===== config.mk =====
export PLATFORM = sky130hd
export DESIGN_NAME = dcache_flush_unit_flat
export DESIGN_NICKNAME = d
export VERILOG_FILES = /design/src/rtl/dcache_flush_unit_pkg.sv /design/src/rtl/dcache_flush_unit_if.sv /design/src/rtl/dcache_flush_unit_dirty_way_sel.sv /design/src/rtl/dcache_flush_unit.sv /design/src/flat_wrapper.sv
export SDC_FILE = /design/constraint.sdc
export NUM_CORES = 1
export LEC_CHECK = 0
export BUFFER_PORTS_ARGS = -buffer_cell sky130_fd_sc_hd__buf_2
export CORE_MARGIN = 5
export CORE_UTILIZATION = 25
export DETAILED_ROUTE_END_ITERATION = 8
export PLACE_DENSITY = 0.56
export SLEW_MARGIN = 25
export SYNTH_ARGS = -nofsm -noshare
export SYNTH_HDL_FRONTEND = slang
export SYNTH_SLANG_ARGS = --single-unit

===== constraint.sdc =====
create_clock -name clk_i -period 7.02 [get_ports clk_i]
set_input_delay 0.351 -clock clk_i [delete_from_list [all_inputs] [get_ports clk_i]]
set_output_delay 0.351 -clock clk_i [all_outputs]
set_load 0.1 [all_outputs]

===== src/rtl/dcache_flush_unit_pkg.sv =====
// Shared types and D$ geometry defaults for the D$ flush responder.
package dcache_flush_unit_pkg;

  localparam int unsigned DCACHE_NR_SETS      = 256;
  localparam int unsigned DCACHE_NR_WAYS      = 8;
  localparam int unsigned DCACHE_TAG_WIDTH    = 44;
  localparam int unsigned DCACHE_OFFSET_WIDTH = 4;

  typedef enum logic [2:0] {
    IDLE,
    READ,
    CHECK,
    WB_REQ,
    WB_WAIT,
    INVAL,
    ACK
  } flush_state_e;

  // A single-way cache still needs a one-bit way select.
  function automatic int unsigned way_width(input int unsigned nr_ways);
    return (nr_ways > 1) ? $clog2(nr_ways) : 1;
  endfunction

endpackage


===== src/rtl/dcache_flush_unit_if.sv =====
// Flush request/ack, tag-array and write-back signals seen by the D$ flush responder.
interface dcache_flush_if
  import dcache_flush_unit_pkg::*;
#(
  parameter int unsigned NR_SETS      = DCACHE_NR_SETS,
  parameter int unsigned NR_WAYS      = DCACHE_NR_WAYS,
  parameter int unsigned TAG_WIDTH    = DCACHE_TAG_WIDTH,
  parameter int unsigned OFFSET_WIDTH = DCACHE_OFFSET_WIDTH
) ();

  localparam int unsigned IDX_W   = $clog2(NR_SETS);
  localparam int unsigned WAY_W   = way_width(NR_WAYS);
  localparam int unsigned PADDR_W = TAG_WIDTH + IDX_W + OFFSET_WIDTH;

  logic                           flush_i;
  logic                           flush_ack_o;
  logic                           flush_busy_o;
  logic                           miss_busy_i;
  logic                           tag_req_o;
  logic                           tag_gnt_i;
  logic                           tag_we_o;
  logic [IDX_W-1:0]               tag_index_o;
  logic [NR_WAYS*TAG_WIDTH-1:0]   tag_rdata_i;
  logic [NR_WAYS-1:0]             valid_i;
  logic [NR_WAYS-1:0]             dirty_i;
  logic                           wb_req_o;
  logic                           wb_gnt_i;
  logic [PADDR_W-1:0]             wb_addr_o;
  logic [WAY_W-1:0]               wb_way_o;
  logic                           wb_done_i;

  modport slave (
    input  flush_i, miss_busy_i, tag_gnt_i, tag_rdata_i, valid_i, dirty_i,
           wb_gnt_i, wb_done_i,
    output flush_ack_o, flush_busy_o, tag_req_o, tag_we_o, tag_index_o,
           wb_req_o, wb_addr_o, wb_way_o
  );

  modport master (
    output flush_i, miss_busy_i, tag_gnt_i, tag_rdata_i, valid_i, dirty_i,
           wb_gnt_i, wb_done_i,
    input  flush_ack_o, flush_busy_o, tag_req_o, tag_we_o, tag_index_o,
           wb_req_o, wb_addr_o, wb_way_o
  );

endinterface


===== src/rtl/dcache_flush_unit_dirty_way_sel.sv =====
// Picks the lowest-numbered way whose bit is set in a per-way mask.
module dirty_way_sel #(
  parameter int unsigned NR_WAYS = 8,
  parameter int unsigned WAY_W   = 3
) (
  input  logic [NR_WAYS-1:0] mask_i,
  output logic [WAY_W-1:0]   idx_o,
  output logic               any_o
);

  // Scanning downwards lets the lowest set bit overwrite any higher one.
  always_comb begin
    idx_o = '0;
    any_o = |mask_i;
    for (int i = NR_WAYS - 1; i >= 0; i--) begin
      if (mask_i[i]) idx_o = WAY_W'(i);
    end
  end

endmodule


===== src/rtl/dcache_flush_unit.sv =====
// D$ flush responder: walks every set, writes back dirty lines, invalidates the set, then acks.
module dcache_flush_unit
  import dcache_flush_unit_pkg::*;
#(
  parameter int unsigned NR_SETS      = DCACHE_NR_SETS,
  parameter int unsigned NR_WAYS      = DCACHE_NR_WAYS,
  parameter int unsigned TAG_WIDTH    = DCACHE_TAG_WIDTH,
  parameter int unsigned OFFSET_WIDTH = DCACHE_OFFSET_WIDTH
) (
  input  logic           clk_i,
  input  logic           rst_i,
  dcache_flush_if.slave  bus
);

  localparam int unsigned IDX_W = $clog2(NR_SETS);
  localparam int unsigned WAY_W = way_width(NR_WAYS);

  flush_state_e                 state_q, state_d;
  logic [IDX_W-1:0]             idx_q, idx_d;
  logic [NR_WAYS-1:0]           mask_q, mask_d;
  logic [NR_WAYS*TAG_WIDTH-1:0] tags_q;

  logic [NR_WAYS-1:0]           sel_mask;
  logic [NR_WAYS-1:0]           way_bit;
  logic [WAY_W-1:0]             sel_way;
  logic                         sel_any;
  logic [TAG_WIDTH-1:0]         sel_tag;
  logic                         tag_req, tag_we, wb_req, ack, wb_active;

  // In CHECK the fresh read data decides; afterwards the latched copy drives the write-backs.
  assign sel_mask = (state_q == CHECK) ? (bus.valid_i & bus.dirty_i) : mask_q;

  dirty_way_sel #(
    .NR_WAYS (NR_WAYS),
    .WAY_W   (WAY_W)
  ) u_dirty_way_sel (
    .mask_i (sel_mask),
    .idx_o  (sel_way),
    .any_o  (sel_any)
  );

  assign way_bit = NR_WAYS'(1) << sel_way;
  assign sel_tag = tags_q[sel_way*TAG_WIDTH +: TAG_WIDTH];

  always_ff @(posedge clk_i or posedge rst_i) begin
    if (rst_i) begin
      state_q <= IDLE;
      idx_q   <= '0;
      mask_q  <= '0;
    end else begin
      state_q <= state_d;
      idx_q   <= idx_d;
      mask_q  <= mask_d;
    end
  end

  // Tag copy is plain data; it is only looked at while the mask says a line is pending.
  always_ff @(posedge clk_i) begin
    if (state_q == CHECK) tags_q <= bus.tag_rdata_i;
  end

  always_comb begin
    state_d = state_q;
    idx_d   = idx_q;
    mask_d  = mask_q;
    tag_req = 1'b0;
    tag_we  = 1'b0;
    wb_req  = 1'b0;
    ack     = 1'b0;
    case (state_q)
      IDLE: begin
        if (bus.flush_i && !bus.miss_busy_i) begin
          state_d = READ;
          idx_d   = '0;
        end
      end
      READ: begin
        tag_req = 1'b1;
        if (bus.tag_gnt_i) state_d = CHECK;
      end
      CHECK: begin
        mask_d  = sel_mask;
        state_d = sel_any ? WB_REQ : INVAL;
      end
      WB_REQ: begin
        wb_req = 1'b1;
        if (bus.wb_gnt_i) state_d = WB_WAIT;
      end
      WB_WAIT: begin
        if (bus.wb_done_i) begin
          mask_d  = mask_q & ~way_bit;
          state_d = (|(mask_q & ~way_bit)) ? WB_REQ : INVAL;
        end
      end
      INVAL: begin
        tag_req = 1'b1;
        tag_we  = 1'b1;
        if (bus.tag_gnt_i) begin
          if (idx_q == IDX_W'(NR_SETS - 1)) begin
            state_d = ACK;
          end else begin
            idx_d   = idx_q + 1'b1;
            state_d = READ;
          end
        end
      end
      ACK: begin
        ack     = 1'b1;
        state_d = IDLE;
      end
      default: state_d = IDLE;
    endcase
  end

  assign wb_active        = (state_q == WB_REQ) || (state_q == WB_WAIT);
  assign bus.flush_ack_o  = ack;
  assign bus.flush_busy_o = (state_q != IDLE);
  assign bus.tag_req_o    = tag_req;
  assign bus.tag_we_o     = tag_we;
  assign bus.tag_index_o  = tag_req ? idx_q : '0;
  assign bus.wb_req_o     = wb_req;
  assign bus.wb_way_o     = wb_active ? sel_way : '0;
  assign bus.wb_addr_o    = wb_active ? {sel_tag, idx_q, OFFSET_WIDTH'(0)} : '0;

endmodule


===== src/flat_wrapper.sv =====
// flat-port wrapper written by rule: the top's interface ports become plain ports
module dcache_flush_unit_flat import dcache_flush_unit_pkg::*;
#(
  parameter int unsigned NR_SETS      = DCACHE_NR_SETS,
  parameter int unsigned NR_WAYS      = DCACHE_NR_WAYS,
  parameter int unsigned TAG_WIDTH    = DCACHE_TAG_WIDTH,
  parameter int unsigned OFFSET_WIDTH = DCACHE_OFFSET_WIDTH
)
  (clk_i, rst_i, bus_flush_i, bus_miss_busy_i, bus_tag_gnt_i, bus_tag_rdata_i, bus_valid_i, bus_dirty_i, bus_wb_gnt_i, bus_wb_done_i, bus_flush_ack_o, bus_flush_busy_o, bus_tag_req_o, bus_tag_we_o, bus_tag_index_o, bus_wb_req_o, bus_wb_addr_o, bus_wb_way_o);
  dcache_flush_if #(.NR_SETS(NR_SETS), .NR_WAYS(NR_WAYS), .TAG_WIDTH(TAG_WIDTH), .OFFSET_WIDTH(OFFSET_WIDTH)) bus_i ();
  input  logic clk_i;
  input  logic rst_i;
  input wire logic [$bits(bus_i.flush_i)-1:0] bus_flush_i;
  input wire logic [$bits(bus_i.miss_busy_i)-1:0] bus_miss_busy_i;
  input wire logic [$bits(bus_i.tag_gnt_i)-1:0] bus_tag_gnt_i;
  input wire logic [$bits(bus_i.tag_rdata_i)-1:0] bus_tag_rdata_i;
  input wire logic [$bits(bus_i.valid_i)-1:0] bus_valid_i;
  input wire logic [$bits(bus_i.dirty_i)-1:0] bus_dirty_i;
  input wire logic [$bits(bus_i.wb_gnt_i)-1:0] bus_wb_gnt_i;
  input wire logic [$bits(bus_i.wb_done_i)-1:0] bus_wb_done_i;
  output wire logic [$bits(bus_i.flush_ack_o)-1:0] bus_flush_ack_o;
  output wire logic [$bits(bus_i.flush_busy_o)-1:0] bus_flush_busy_o;
  output wire logic [$bits(bus_i.tag_req_o)-1:0] bus_tag_req_o;
  output wire logic [$bits(bus_i.tag_we_o)-1:0] bus_tag_we_o;
  output wire logic [$bits(bus_i.tag_index_o)-1:0] bus_tag_index_o;
  output wire logic [$bits(bus_i.wb_req_o)-1:0] bus_wb_req_o;
  output wire logic [$bits(bus_i.wb_addr_o)-1:0] bus_wb_addr_o;
  output wire logic [$bits(bus_i.wb_way_o)-1:0] bus_wb_way_o;
  assign bus_i.flush_i = bus_flush_i;
  assign bus_i.miss_busy_i = bus_miss_busy_i;
  assign bus_i.tag_gnt_i = bus_tag_gnt_i;
  assign bus_i.tag_rdata_i = bus_tag_rdata_i;
  assign bus_i.valid_i = bus_valid_i;
  assign bus_i.dirty_i = bus_dirty_i;
  assign bus_i.wb_gnt_i = bus_wb_gnt_i;
  assign bus_i.wb_done_i = bus_wb_done_i;
  assign bus_flush_ack_o = bus_i.flush_ack_o;
  assign bus_flush_busy_o = bus_i.flush_busy_o;
  assign bus_tag_req_o = bus_i.tag_req_o;
  assign bus_tag_we_o = bus_i.tag_we_o;
  assign bus_tag_index_o = bus_i.tag_index_o;
  assign bus_wb_req_o = bus_i.wb_req_o;
  assign bus_wb_addr_o = bus_i.wb_addr_o;
  assign bus_wb_way_o = bus_i.wb_way_o;
  dcache_flush_unit #(.NR_SETS(NR_SETS), .NR_WAYS(NR_WAYS), .TAG_WIDTH(TAG_WIDTH), .OFFSET_WIDTH(OFFSET_WIDTH)) u_core (.clk_i(clk_i), .rst_i(rst_i), .bus(bus_i));
endmodule

Word-level counts from Yosys, hierarchy flattened:

Index checks and enable logic that the tools add are counted.

* flip-flop bits (word level): 371
* input port bits: 375
* output and inout port bits: 72
* logic and storage cells: 68

* add/subtract/negate cells: 1
* $mul: 1
* equal/unequal tests: 13
* shift operators: 2
* multiplexer cells: 31
* bitwise operators: 3
* reductions and logical operators: 13

Operator list (count)
* 352-bit by 10-bit variable part select with 44-bit output: 1
* 56-bit 2-to-1 mux: 1
* 3-bit 2-to-1 mux: 17
* 8-bit 2-to-1 mux: 6
* 8-bit case mux with 2 select lines: 2
* 3-bit case mux with 6 select lines: 1
* 8-bit AND: 2
* 8-bit OR reduction: 2
* 2-bit != test (second input constant): 5
* 3-bit equality test (second input constant): 3
* 8-bit by 1-bit adder with 8-bit output (second input constant): 1
* 8-bit equality test (second input constant): 1
* 8-bit inverter: 1
* 1-bit by 3-bit << shifter with 8-bit output (first input constant): 1
* 3-bit by 4-bit multiplier with 7-bit output (second input constant): 1
* 3-bit by 2-bit equality test with 1-bit output (second input constant): 2
* 5-bit AND reduction: 1
* 1-bit 2-to-1 mux: 4
* 4-bit AND reduction: 1
* 2-bit nonzero test: 2
* 3-bit by 1-bit equality test with 1-bit output (second input constant): 1
* 3-bit logical NOT: 1
* 3-bit nonzero test: 1
* 2-bit by 1-bit != test with 1-bit output (second input constant): 1
* other kinds (5): 5

Logic depth before layout (Yosys ltp):

Gate-level depths: netlist (run 1).

* depth in word-level cells: 17
* mapped depth: 13
* gate-level depth less buffers: 9

By module:

Synthesis (run 1) repeated with hierarchy kept, for this count alone.

* cell total of the unflattened synthesis: 811
* area, all modules: 14906.8 um^2

Modules (own cells, without submodules)
* dcache_flush_unit: instances 1, cells each 798, area an instance 14825.5 um^2, seq. area each 11045.6 um^2
* dirty_way_sel: instances 1, cells each 13, area an instance 81.3 um^2, seq. area each 0.0 um^2

Least setup slack after synthesis (run 1):

OpenSTA, ideal clock, no wires.

* kind: register to output
* start: register u_core.state_q[0]
* end: output bus_wb_addr_o[31]
* arrival: 5.448 ns
* required time: 6.669 ns
* setup slack: 1.221 ns
* cell stages (with the launch flop): 13
* buffers on the path: 4
* cells stage by stage: dfrtp_1 > buf_2 > or3b_1 > buf_6 > clkinv_4 > buf_8 > mux2i_1 > nor3_4 > nand2_1 > inv_1 > clkbuf_1 > nand3_1 > o2111ai_1

* longest elaborated chain between the ends: 13
* elaborated cells between the ends (all ways): 16
* those cells by class: mul (1); eq/ne (3); shift (1); mux (10); reduce/logical (1)

RTL lines
* from (decl): RTL line dcache_flush_unit.sv:18 `flush_state_e state_q, state_d;`
* from (signal assigned): RTL line dcache_flush_unit.sv:51 `state_q <= state_d;`
* 3-bit by 2-bit equality test with 1-bit output: RTL line dcache_flush_unit.sv:31 `assign sel_mask = (state_q == CHECK) ? (bus.valid_i & bus.dirty_i) : mask_q;`
* 8-bit 2-to-1 mux: RTL line dcache_flush_unit.sv:31
* 3-bit 2-to-1 mux (8 in a row): RTL line dcache_flush_unit_dirty_way_sel.sv:16 `if (mask_i[i]) idx_o = WAY_W'(i);`
* 3-bit by 4-bit multiplier with 7-bit output: RTL line dcache_flush_unit.sv:43 `assign sel_tag = tags_q[sel_way*TAG_WIDTH +: TAG_WIDTH];`
* 352-bit by 10-bit variable part select with 44-bit output: RTL line dcache_flush_unit.sv:43
* 56-bit 2-to-1 mux (*): RTL line dcache_flush_unit.sv:123 `assign bus.wb_addr_o = wb_active ? {sel_tag, idx_q, OFFSET_WIDTH'(0)} : '0;`
* to (decl): RTL line flat_wrapper.sv:27 `output wire logic [$bits(bus_i.wb_addr_o)-1:0] bus_wb_addr_o;`

Mark *: on every way between the ends. The rest lies on a longest branch, timed or not.

Worst setup path in the final report (run 1):

* start: register u_core.state_q[0]
* end: output bus_wb_addr_o[37]

The elaborated chain is that of the path after synthesis.

==> results of run 1 <==
flip-flops by register name (all words and copies together), names as in the netlist:
register / flops
u_core.tags_q: 352
u_core.idx_q: 8
u_core.mask_q: 8
u_core.state_q: 3
area by class of cell:
type | instances | area [sq um] | share of cell area [%]
clock inverters | 23 | 201.4 | 0.8532
diodes | 14 | 35.03 | 0.1484
multi-input cells | 693 | 4126 | 17.48
flip-flops and latches | 371 | 11050 | 46.78
clock buffers | 54 | 1160 | 4.912
well taps | 837 | 1047 | 4.435
repair buffers | 815 | 5919 | 25.07
inverters | 16 | 76.32 | 0.3232
where the power goes:
group | total [uW] | switching, uW | internal, uW
Combinational | 5770 | 4430 | 1340
Sequential | 3060 | 154 | 2900
Clock | 2210 | 928 | 1280
worst min-delay path, cell delays in order:
cell and delay, ps:
buf_2 140, nand3_1 70, nand2_1 50
routing by layer:
metal  wire length, um  track usage, %  vias up
met3              3847           3.155      172
met2             29510           28.41      668
met1             23320           20.34     6582
met4              2375           7.970        6
met5                34               0        -
li1                  -               -     6154
worst max path at each step:
stage                                    to  slack [ps]  depth (start not counted)
after floorplan           bus_wb_addr_o[31]        1220                         12
after global placement    bus_wb_addr_o[39]        1900                         10
after detailed placement  bus_wb_addr_o[41]        1760                         10
after CTS                 bus_wb_addr_o[41]        1110                         10
after global routing      bus_wb_addr_o[41]         850                         10
final                     bus_wb_addr_o[37]        1270                          7
cells by family after synthesis:
kind of cell,Yosys count
simple gates,304
flops,371
compound gates,377
buf+inv,101
other cells,1
xor+xnor,3
fa+ha+maj,1
mux,4
cells in the mapped netlist, types with 4 or more instances:
| cell type | instances | area share, % |
|---|---|---|
| a32oi_1 | 13 | 0.73 |
| a22o_1 | 4 | 0.22 |
| nand2_1 | 142 | 3.4 |
| buf_2 | 36 | 1.2 |
| nand3_1 | 86 | 2.8 |
| a31oi_1 | 14 | 0.56 |
| nand2b_1 | 5 | 0.20 |
| clkbuf_1 | 38 | 0.91 |
| o21ai_0 | 105 | 3.4 |
| inv_1 | 14 | 0.34 |
| buf_4 | 6 | 0.29 |
| a21oi_1 | 77 | 2.5 |
| dfrtp_1 | 19 | 3.0 |
| o211ai_1 | 14 | 0.67 |
| and2_1 | 9 | 0.36 |
| nand4_1 | 4 | 0.16 |
| o2111ai_1 | 27 | 1.5 |
| nor2_1 | 23 | 0.55 |
| o21a_1 | 32 | 1.5 |
| and3_1 | 11 | 0.44 |
| a311oi_1 | 61 | 3.4 |
| edfxtp_1 | 352 | 68 |
stage by stage:
stage	total power, uW	instances	area (sq um)	hold slack, ps	setup WS (ps)
6_report	11040	2823	23610	79.43	1268
2_1_floorplan	7102	1165	15620	302.1	1221
3_3_place_gp	8588	2378	18650	525.9	1895
3_5_place_dp	8670	2379	18680	529.1	1763
5_1_grt	11560	2819	23600	54.87	853.7
4_1_cts	11070	2809	23570	31.72	1108
layout by cell type, fill, tap and decap left out, types with 3 or more instances in the layout:
cell type / count
clkbuf_16: 45
a22o_1: 4
dfrtp_1: 19
clkinv_2: 6
nand3_1: 86
clkbuf_1: 9
a21oi_1: 77
xor2_1: 3
o2111ai_1: 27
bufinv_16: 3
a31oi_1: 14
a311oi_1: 61
nand2_2: 3
nor2_1: 23
nand2_1: 141
conb_1: 4
and3_1: 11
edfxtp_1: 352
nand4_1: 4
buf_4: 18
o211ai_1: 14
and2_1: 9
inv_1: 14
a32oi_1: 13
inv_6: 3
clkinv_1: 8
dlygate4sd3_1: 353
nand2b_1: 5
diode_2: 14
buf_2: 442
o21ai_0: 105
o21a_1: 32
a21o_1: 3
what timing repair did:
item | CTS | global route
hold buffers | 353 | 0
endpoints found under the setup margin | 0 | 0
hold endpoints to repair | 371 | 0
==> key figures, run 1 <==
Setup path
  • CP Buf/Inv Count: 3
  • Family with the most delay on the worst path: buffers and inverters
  • Register-to-register setup slack: 2630 ps
  • Critical path's largest stage delay: 820 ps
  • Slowest CP cell: or3b_1
  • Crit path launch type: register
  • Crit Path Class: register to output pin
  • FF-to-FF End: u_core.state_q[1]$_DFFE_PP0P_
  • Data arrival time of the worst path: 5400 ps
  • Max FO, Critical Path: 138
  • Crit-path cells: or3b_1 > inv_16 > mux2i_4 > buf_4 > nand2_1 > o2111ai_1 > buf_2
  • Worst Setup SP: u_core.state_q[0]$_DFFE_PP0P_
  • Worst setup EP type: output pin
  • R2R cell count: 8
  • Critical Path RT: 6670 ps
  • FF-to-FF Start: u_core.state_q[0]$_DFFE_PP0P_

GRT
  • Pin count of the biggest net entering global routing: 139
  • Antenna violations before repair: 16
  • First-pass GRT wire length: 86720 um
  • Vias in the first global route: 14680
  • Total GRT Usage: 16.65%
  • Total global routing overflow: 0

Floorplanning
  • Die H: 259.9 um
  • Starting Density: 25.25%
  • IO Count: 447
  • Die width: 259.9 um
  • Die area: 67530 sq um
  • Number of cell rows: 91
  • Core box area: 61830 sq um

Yosys
  • FF+latch count, synth: 371
  • Adder-cell share of the synthesized area: 0.08016%
  • Sequential area share after synthesis: 70.77%
  • Post-synth ARST share: 5.121%
  • Synth Area in Compound Gates: 16.37%
  • Cell variety after synth: 70
  • YS warnings: 0
  • Ys flop type: edfxtp_1
  • Main combinational cell family by area after synthesis: compound AO/OA/AOI/OAI gates
  • Post-synthesis mux area share: 0.2645%
  • Synth Area in XOR/XNOR: 0.1683%
  • Post-synthesis cell count: 1162
  • Post-Synth Simple-Gate Area: 9.259%
  • EDFF count, synth: 352
  • Syn_area_per_cell: 13.43 sq um
  • Post-Syn Area: 15610 sq um

STA
  • Fmax achieved: 173.8 MHz
  • # setup viols final: 0
  • Final-report max-slew violation count: 0
  • RSZ-0062 raised after global routing: no
  • Clock skew: 12.85 ps
  • Fin. Hold Viols: 0
  • Period utilisation layout: 81.94%
  • Fin Setup TNS: 0 ps
  • Slew margin rel.: 32.31%
  • Minimum clock period: 5752 ps
  • Slew @ Worst Pin: 1015 ps

Clock network
  • Post-CTS setup buffers: 0
  • Deepest clock path buffer count: 3
  • # clock sinks: 371
  • TritonCTS clock tree: yes
  • CTS H-tree depth: 2
  • Cts repair resizes: 0
  • Clock slew seen by the registers of the worst setup and hold paths: 60 ps
  • Clock Latency Late Sink: 550 ps
  • Root buf cell: clkbuf_16
  • CTS buffer count: 44

Final layout
  • Fin util: 38.19%
  • Fraction of layout cells with a size suffix above 1: 27.74%
  • Layout area overhead: 51.27%
  • Net count, final: 2317
  • Fill count: 5791

Route
  • Drt pass-1 iters: 5
  • Drt total wl: 59100 um
  • DRC viols: 0
  • WL per Instance: 20.93 um
  • 1st-iter DRT viols: 1016
  • Post-route ant nets: 0
  • Routed vias: 13580
  • Via density: 4.811

Worst hold path
  • Worst hold-check path type: input pin to register
  • Endpoint of the worst hold path: u_core.mask_q[7]$_DFFE_PP0P_
  • Hold path cells: 3
  • Hold wc startpoint: bus_dirty_i[7]

Power
  • VDD IR max: 396.7 uV
  • Power density over cell area: 467.6 nW/um^2
  • Leakage power: 0.008878 uW

Place
  • DP Wirelength: 36720 um
  • Port buffer count: 442
  • GPL Wtd Cong: 0.8146

Run status
  • Status: completed

Job
  • Maximum Capacitance Violations: 0
(Power assumes the default switching activity.)
==> run 2, diff against run 1 <==
--- a/config.mk
+++ b/config.mk
@@ -5,11 +5,12 @@
 export SDC_FILE = /design/constraint.sdc
 export NUM_CORES = 1
 export LEC_CHECK = 0
+export ABC_AREA = 1
 export BUFFER_PORTS_ARGS = -buffer_cell sky130_fd_sc_hd__buf_2
 export CORE_MARGIN = 5
 export CORE_UTILIZATION = 25
 export DETAILED_ROUTE_END_ITERATION = 8
-export PLACE_DENSITY = 0.56
+export PLACE_DENSITY = 0.57
 export SLEW_MARGIN = 25
 export SYNTH_ARGS = -nofsm -noshare
 export SYNTH_HDL_FRONTEND = slang
==> constraint.sdc (replaced) <==
create_clock -name clk_i -period 5.55 [get_ports clk_i]
set_input_delay 0.2775 -clock clk_i [delete_from_list [all_inputs] [get_ports clk_i]]
set_output_delay 0.2775 -clock clk_i [all_outputs]
set_load 0.1 [all_outputs]
==> run 2 against run 1 <==
Net effect:
- sequential share of layout area is 1.2 points higher
- highest routed layer unchanged
- sequential cell count stayed put
- clock power is 22% higher
- critical endpoint is now bus_wb_addr_o[53]
- setup slack worse by 530 ps
==> key figures, run 2 <==
Run status
  • Status: completed

Yosys
  • Post-synth ARST share: 5.121%
  • Ys flop type: edfxtp_1
  • Post-synthesis cell count: 1042
  • YS warnings: 0
  • Synth area leaders: edfxtp_1, nor2_1, o221ai_1
  • Sequential area share after synthesis: 76.31%
  • Top cell type's share of synthesized area: 73.03%
  • Syn_area_per_cell: 13.89 sq um
  • Post-Syn Area: 14470 sq um
  • EDFF count, synth: 352
  • Cell variety after synth: 38
  • FF+latch count, synth: 371
  • Cell with the most instances after synthesis: edfxtp_1
  • Leading post-synthesis cells by instance count: edfxtp_1, nor2_1, o21ai_0, o221ai_1, nand2_1
  • Top cell type by total area after synthesis: edfxtp_1

Final layout
  • Fin util: 40.08%
  • Most common cell after layout, fill and taps aside: buf_2
  • Biggest register: u_core.tags_q
  • Layout area overhead: 59.16%
  • Fraction of layout cells with a size suffix above 1: 32.91%
  • Max reg flops: 352
  • Largest regs: u_core.tags_q (352), u_core.idx_q (8), u_core.mask_q (8)
  • Net count, final: 2226
  • Commonest cells after routing, fill and taps aside: buf_2, dlygate4sd3_1, edfxtp_1, nor2_1, o21ai_0
  • Design area: 23040 sq um

Floorplanning
  • Number of cell rows: 88
  • Core box area: 57480 sq um
  • Die H: 250.6 um
  • Die area: 62810 sq um
  • Die width: 250.6 um
  • IO Count: 447
  • Starting Density: 25.18%

Job
  • Maximum Capacitance Violations: 0

Route
  • DRC viols: 0
  • 1st-iter DRT viols: 799
  • Drt pass-1 iters: 5
  • WL per Instance: 19.14 um
  • Drt total wl: 50860 um
  • Post-route ant nets: 0
  • Routed vias: 11910
  • Via density: 4.481

Power
  • Pwr Total: 14030 uW
  • Clk network pwr share: 19.3%
  • Sequential power share: 28.8%
  • Leakage power: 0.008844 uW
  • Net switching power: 6857 uW
  • Combinational share of power: 52.0%
  • VDD IR max: 499.4 uV
  • Cell-internal power: 7172 uW
  • Power density over cell area: 609.0 nW/um^2
  • Switch share: 48.88%

Setup path
  • R2R cell count: 18
  • Crit Path Class: register to output pin
  • Data arrival time of the worst path: 4540 ps
  • Critical Path RT: 5270 ps
  • FF-to-FF Start: u_core.state_q[2]$_DFFE_PP0P_
  • Worst setup EP type: output pin
  • Crit path launch type: register
  • Register-to-register setup slack: 1430 ps
  • FF-to-FF End: u_core.state_q[1]$_DFFE_PP0P_
  • Max FO, Critical Path: 32

Place
  • GPL Wtd Cong: 0.8842
  • Port buffer count: 442
  • DP Area: 18110 sq um
  • Dpl ws: 1314 ps
  • DP Wirelength: 31840 um

Clock network
  • CTS buffer count: 43
  • Root buf cell: clkbuf_16
  • CTS H-tree depth: 2
  • Clock slew seen by the registers of the worst setup and hold paths: 60 ps
  • TritonCTS clock tree: yes
  • Post-CTS setup buffers: 0
  • Deepest clock path buffer count: 3
  • Clock Latency Late Sink: 550 ps
  • # clock sinks: 371

GRT
  • Antenna violations before repair: 13
  • Vias in the first global route: 13130
  • First-pass GRT wire length: 76150 um
  • Met2 Resource Use GR: 27.04%
  • Met3 Resource Use GR: 3.250%
  • Global route hottest layer: met2
  • Total GRT Usage: 15.51%
  • Total global routing overflow: 0
  • Pin count of the biggest net entering global routing: 176
  • M1 GR Usage: 18.70%

STA
  • RSZ-0062 raised after global routing: no
  • Slew @ Worst Pin: 945.4 ps
  • Final-report max-slew violation count: 0
  • Slew margin rel.: 36.97%
  • Minimum clock period: 4814 ps
  • # setup viols final: 0
  • Fin. Hold Viols: 0
  • Smallest setup slack after layout: 735.9 ps
  • Fmax achieved: 207.7 MHz
  • Period utilisation layout: 86.74%
  • Clock skew: 13.92 ps

Worst hold path
  • Hold wc startpoint: bus_valid_i[0]
  • Endpoint of the worst hold path: u_core.mask_q[0]$_DFFE_PP0P_
  • Worst hold-check path type: input pin to register
  • Hold path cells: 3
[run 2: kinds of logic after synthesis]
kind of cell / synth area share (%)
AOI/OAI and AO/OA: 10.90
adders and majority gates: 0.08643
buffers and inverters: 3.077
DFF: 76.31
other: 0.02591
and+or+nand+nor: 9.595
[run 2: per-stage QoR]
stage	hold WS, ps	TNS, ps	cells
floorplan	228.6	-416370	1045
global placement	453.1	0	2215
detailed placement	455.6	0	2215
CTS	34.60	0	2645
global route	64.74	0	2656
finish	92.82	0	2657
[run 2: how the worst max path moves through the flow]
| stage | endpoint | start | slack [ps] | depth (start not counted) |
|---|---|---|---|---|
| detailed placement | bus_wb_addr_o[25] | u_core.state_q[2]$_DFFE_PP0P_ | 1310 | 13 |
| global route | bus_wb_addr_o[44] | u_core.state_q[2]$_DFFE_PP0P_ | 380 | 15 |
| finish | bus_wb_addr_o[53] | u_core.state_q[2]$_DFFE_PP0P_ | 740 | 13 |
| CTS | bus_wb_addr_o[50] | u_core.state_q[2]$_DFFE_PP0P_ | 710 | 13 |
| floorplan | bus_wb_addr_o[13] | u_core.state_q[2]$_DFFE_PP0P_ | -2910 | 11 |
| global placement | bus_wb_addr_o[25] | u_core.state_q[2]$_DFFE_PP0P_ | 1380 | 13 |
[run 2: layer usage]
metal | wire length (um) | vias to the layer above
met4 | 1670 | 2
met3 | 3071 | 114
met1 | 19990 | 5769
met5 | 13 | -
met2 | 26120 | 458
li1 | - | 5564
[run 2: cell type report]
type / instances / area [sq um]
timing repair buffer: 813 / 5991
antenna: 11 / 27.53
clock buffer: 50 / 1102
clock inverter: 26 / 221.5
multi-input combinational: 582 / 3545
inverter: 39 / 147.6
fill: 5285 / 34440
sequential: 371 / 11050
tap: 765 / 957.2
[run 2: timing repair]
| action | CTS | global route |
|---|---|---|
| hold buffers | 354 | 0 |
| hold endpoints to repair | 372 | 0 |
| resized for setup | 0 | 0 |
[run 2: critical path, cell delays in order, from the launching register on]
cell and delay (ps):
dfrtp_1 440, inv_2 160, nand2_2 90, nor2_4 550, o21ai_1 220, nor2_2 260, nand3_2 130, buf_4 310
nor2_2 690, o21ai_0 230, nor2_1 180, o221ai_1 180, nand2_4 110, buf_2 430
[run 2: power by group through the flow]
stage                     logic, uW  registers, uW  clock network, uW
after floorplan                5340           4140                  0
after global placement         7080           4070                  0
after detailed placement       7140           4080                  0
after CTS                      7360           4030               2790
after global routing           7820           4080               2900
final                          7290           4040               2700
==> run 3, diff against run 2 <==
--- a/config.mk
+++ b/config.mk
@@ -10,6 +10,8 @@
 export CORE_MARGIN = 5
 export CORE_UTILIZATION = 25
 export DETAILED_ROUTE_END_ITERATION = 8
+export GPL_TIMING_DRIVEN = 0
+export MAX_ROUTING_LAYER = met4
 export PLACE_DENSITY = 0.57
 export SLEW_MARGIN = 25
 export SYNTH_ARGS = -nofsm -noshare
==> run 3 against run 2 <==
Net effect:
- routed wire length increased by 9.8%
- sequential cell count unchanged
- sequential share of layout area decreased by 1.4 points
- core utilization increased by 1.2 points
- worst hold slack got worse by 7.9 ps
- cell count increased by 2.3%
- via count increased by 2.8%
- first-iteration DRC count increased by 8.1%
- count of clock-buffer cells in the layout increased by 7
- clock power increased by 8.1%
- setup slack got worse by 190 ps
- die area unchanged
- largest power group unchanged
- highest routed layer is now met4
==> key figures, run 3 (synthesis gave the netlist of run 2 again) <==
Run status
  • Status: completed

Route
  • Drt total wl: 55840 um
  • 1st-iter DRT viols: 864
  • Via density: 4.505
  • Routed vias: 12240
  • DRC viols: 0
  • Post-route ant nets: 0
  • Drt pass-1 iters: 5
  • WL per Instance: 20.55 um

Final layout
  • Footprint of the multi-input gates: 3518 sq um
  • Commonest cells after routing, fill and taps aside: buf_2, dlygate4sd3_1, edfxtp_1, nor2_1, o21ai_0
  • Biggest register: u_core.tags_q
  • Net count, final: 2281
  • Fin util: 41.29%
  • Max reg flops: 352
  • Fin cells: 2717
  • Fraction of layout cells with a size suffix above 1: 34.12%
  • Storage cell area: 11050 sq um
  • Most common cell after layout, fill and taps aside: buf_2
  • Fill count: 5230
  • Largest regs: u_core.tags_q (352), u_core.idx_q (8), u_core.mask_q (8)
  • Layout area overhead: 63.97%

Floorplanning
  • Die width: 250.6 um
  • Die area: 62810 sq um
  • Number of cell rows: 88
  • Starting Density: 25.18%
  • Die H: 250.6 um
  • Core box area: 57480 sq um
  • IO Count: 447

Setup path
  • Worst setup EP type: output pin
  • Max FO, Critical Path: 16
  • Crit Path Class: register to output pin
  • Crit path launch type: register
  • Critical Path RT: 5270 ps
  • Data arrival time of the worst path: 4730 ps

GRT
  • Pin count of the biggest net entering global routing: 28
  • Met2 Resource Use GR: 29.51%
  • M1 GR Usage: 20.87%
  • Global route hottest layer: met2
  • Antenna violations before repair: 14
  • Total GRT Usage: 17.44%
  • Vias in the first global route: 13290
  • Total global routing overflow: 0
  • First-pass GRT wire length: 80960 um
  • Met3 Resource Use GR: 3.291%

Place
  • Port buffer count: 442
  • Dpl ws: 961.4 ps
  • GPL Wtd Cong: 0.8892
  • DP Wirelength: 37380 um
  • Inst Count DP: 2270

STA
  • # setup viols final: 0
  • Clock skew: 18.61 ps
  • Slew @ Worst Pin: 974.2 ps
  • Period utilisation layout: 90.16%
  • Final hold slack: 84.89 ps
  • Minimum clock period: 5004 ps
  • Fmax achieved: 199.8 MHz
  • Fin Setup TNS: 0 ps
  • Final-report max-slew violation count: 0
  • Fin. Hold Viols: 0
  • Smallest setup slack after layout: 546.2 ps
  • RSZ-0062 raised after global routing: no
  • Slew margin rel.: 35.05%

Clock network
  • Root buf cell: clkbuf_16
  • # clock sinks: 371
  • CTS buffer count: 44
  • Clock Latency Late Sink: 570 ps
  • Post-CTS setup buffers: 0
  • CTS H-tree depth: 2
  • Cts repair resizes: 0
  • TritonCTS clock tree: yes
  • Clock slew seen by the registers of the worst setup and hold paths: 60 ps
  • Deepest clock path buffer count: 3

Worst hold path
  • Worst hold-check path type: input pin to register

Power
  • Power density over cell area: 636.0 nW/um^2
  • Leakage power: 0.009177 uW
  • VDD IR max: 485.2 uV

Job
  • Maximum Capacitance Violations: 0
-- run 3: cell types whose count changed in the layout (fill, tap and decap cells not counted), sizes merged --
cell,delta
buf,+42
clkbuf,+19
clkinv,-6
inv,+3
bufinv,+2
clkinvlp,-1
diode,+1
-- run 3: final timing paths --
kind                                               start                             to  slack [ps]  cells past startpoint
hold / removal                            bus_valid_i[0]   u_core.mask_q[0]$_DFFE_PP0P_          80                      3
min in group asynchronous                          rst_i    u_core.idx_q[3]$_DFFE_PP0P_         400                      3
max in group asynchronous                          rst_i   u_core.mask_q[1]$_DFFE_PP0P_        4660                      3
setup / recovery           u_core.state_q[2]$_DFFE_PP0P_              bus_wb_addr_o[49]         550                     14
hold reg to reg              u_core.idx_q[6]$_DFFE_PP0P_    u_core.idx_q[6]$_DFFE_PP0P_         470                      1
setup reg to reg           u_core.state_q[2]$_DFFE_PP0P_  u_core.state_q[1]$_DFFE_PP0P_        2230                     17
-- run 3: what timing repair did --
action / 4_1_cts / 5_1_grt
setup endpoints to repair: 0 / 0
endpoints found under the hold margin: 372 / 0
hold buffers: 354 / 0
-- run 3: layout make-up --
cell class | instances | share of cell area, %
flip-flops and latches | 371 | 46.54
repair buffers | 814 | 26.28
multi-input cells | 582 | 14.82
clock buffers | 57 | 5.019
well taps | 765 | 4.033
plain buffers | 53 | 1.476
clock inverters | 24 | 1.086
inverters | 39 | 0.6168
diodes | 12 | 0.1265
-- run 3: per-layer routing --
layer | up-vias | wire [um] | part of all wire, %
met2 | 520 | 28420 | 51
met4 | 0 | 1800 | 3.2
met5 | - | 0 | 0
li1 | 5675 | - | -
met1 | 5916 | 22210 | 40
met3 | 130 | 3406 | 6.1
-- run 3: report_power, final --
part           switching, uW  leakage [uW]  internal, uW  total (uW)
sequential               192       0.00349          3830        4020
combinational           6070       0.00499          2090        8150
clock                   1170      0.000699          1750        2920
-- run 3: metrics by stage --
stage | power, uW | area [sq um]
after global routing | 15910 | 23730
after global placement | 11930 | 18230
after CTS | 15240 | 23700
after detailed placement | 12090 | 18710
after floorplan | 9480 | 15060
final | 15090 | 23730
-- run 3: worst max-delay path, cell delays in order (launching register included) --
cell	delay [ps]
dfrtp_1	420
inv_2	160
nand2_2	90
nor2_4	490
buf_16	230
nand3_1	140
nand2_1	170
nor2_2	80
nand2_1	120
nand2_2	140
nand3_2	290
clkbuf_1	770
o221ai_1	380
a21oi_4	230
buf_2	440
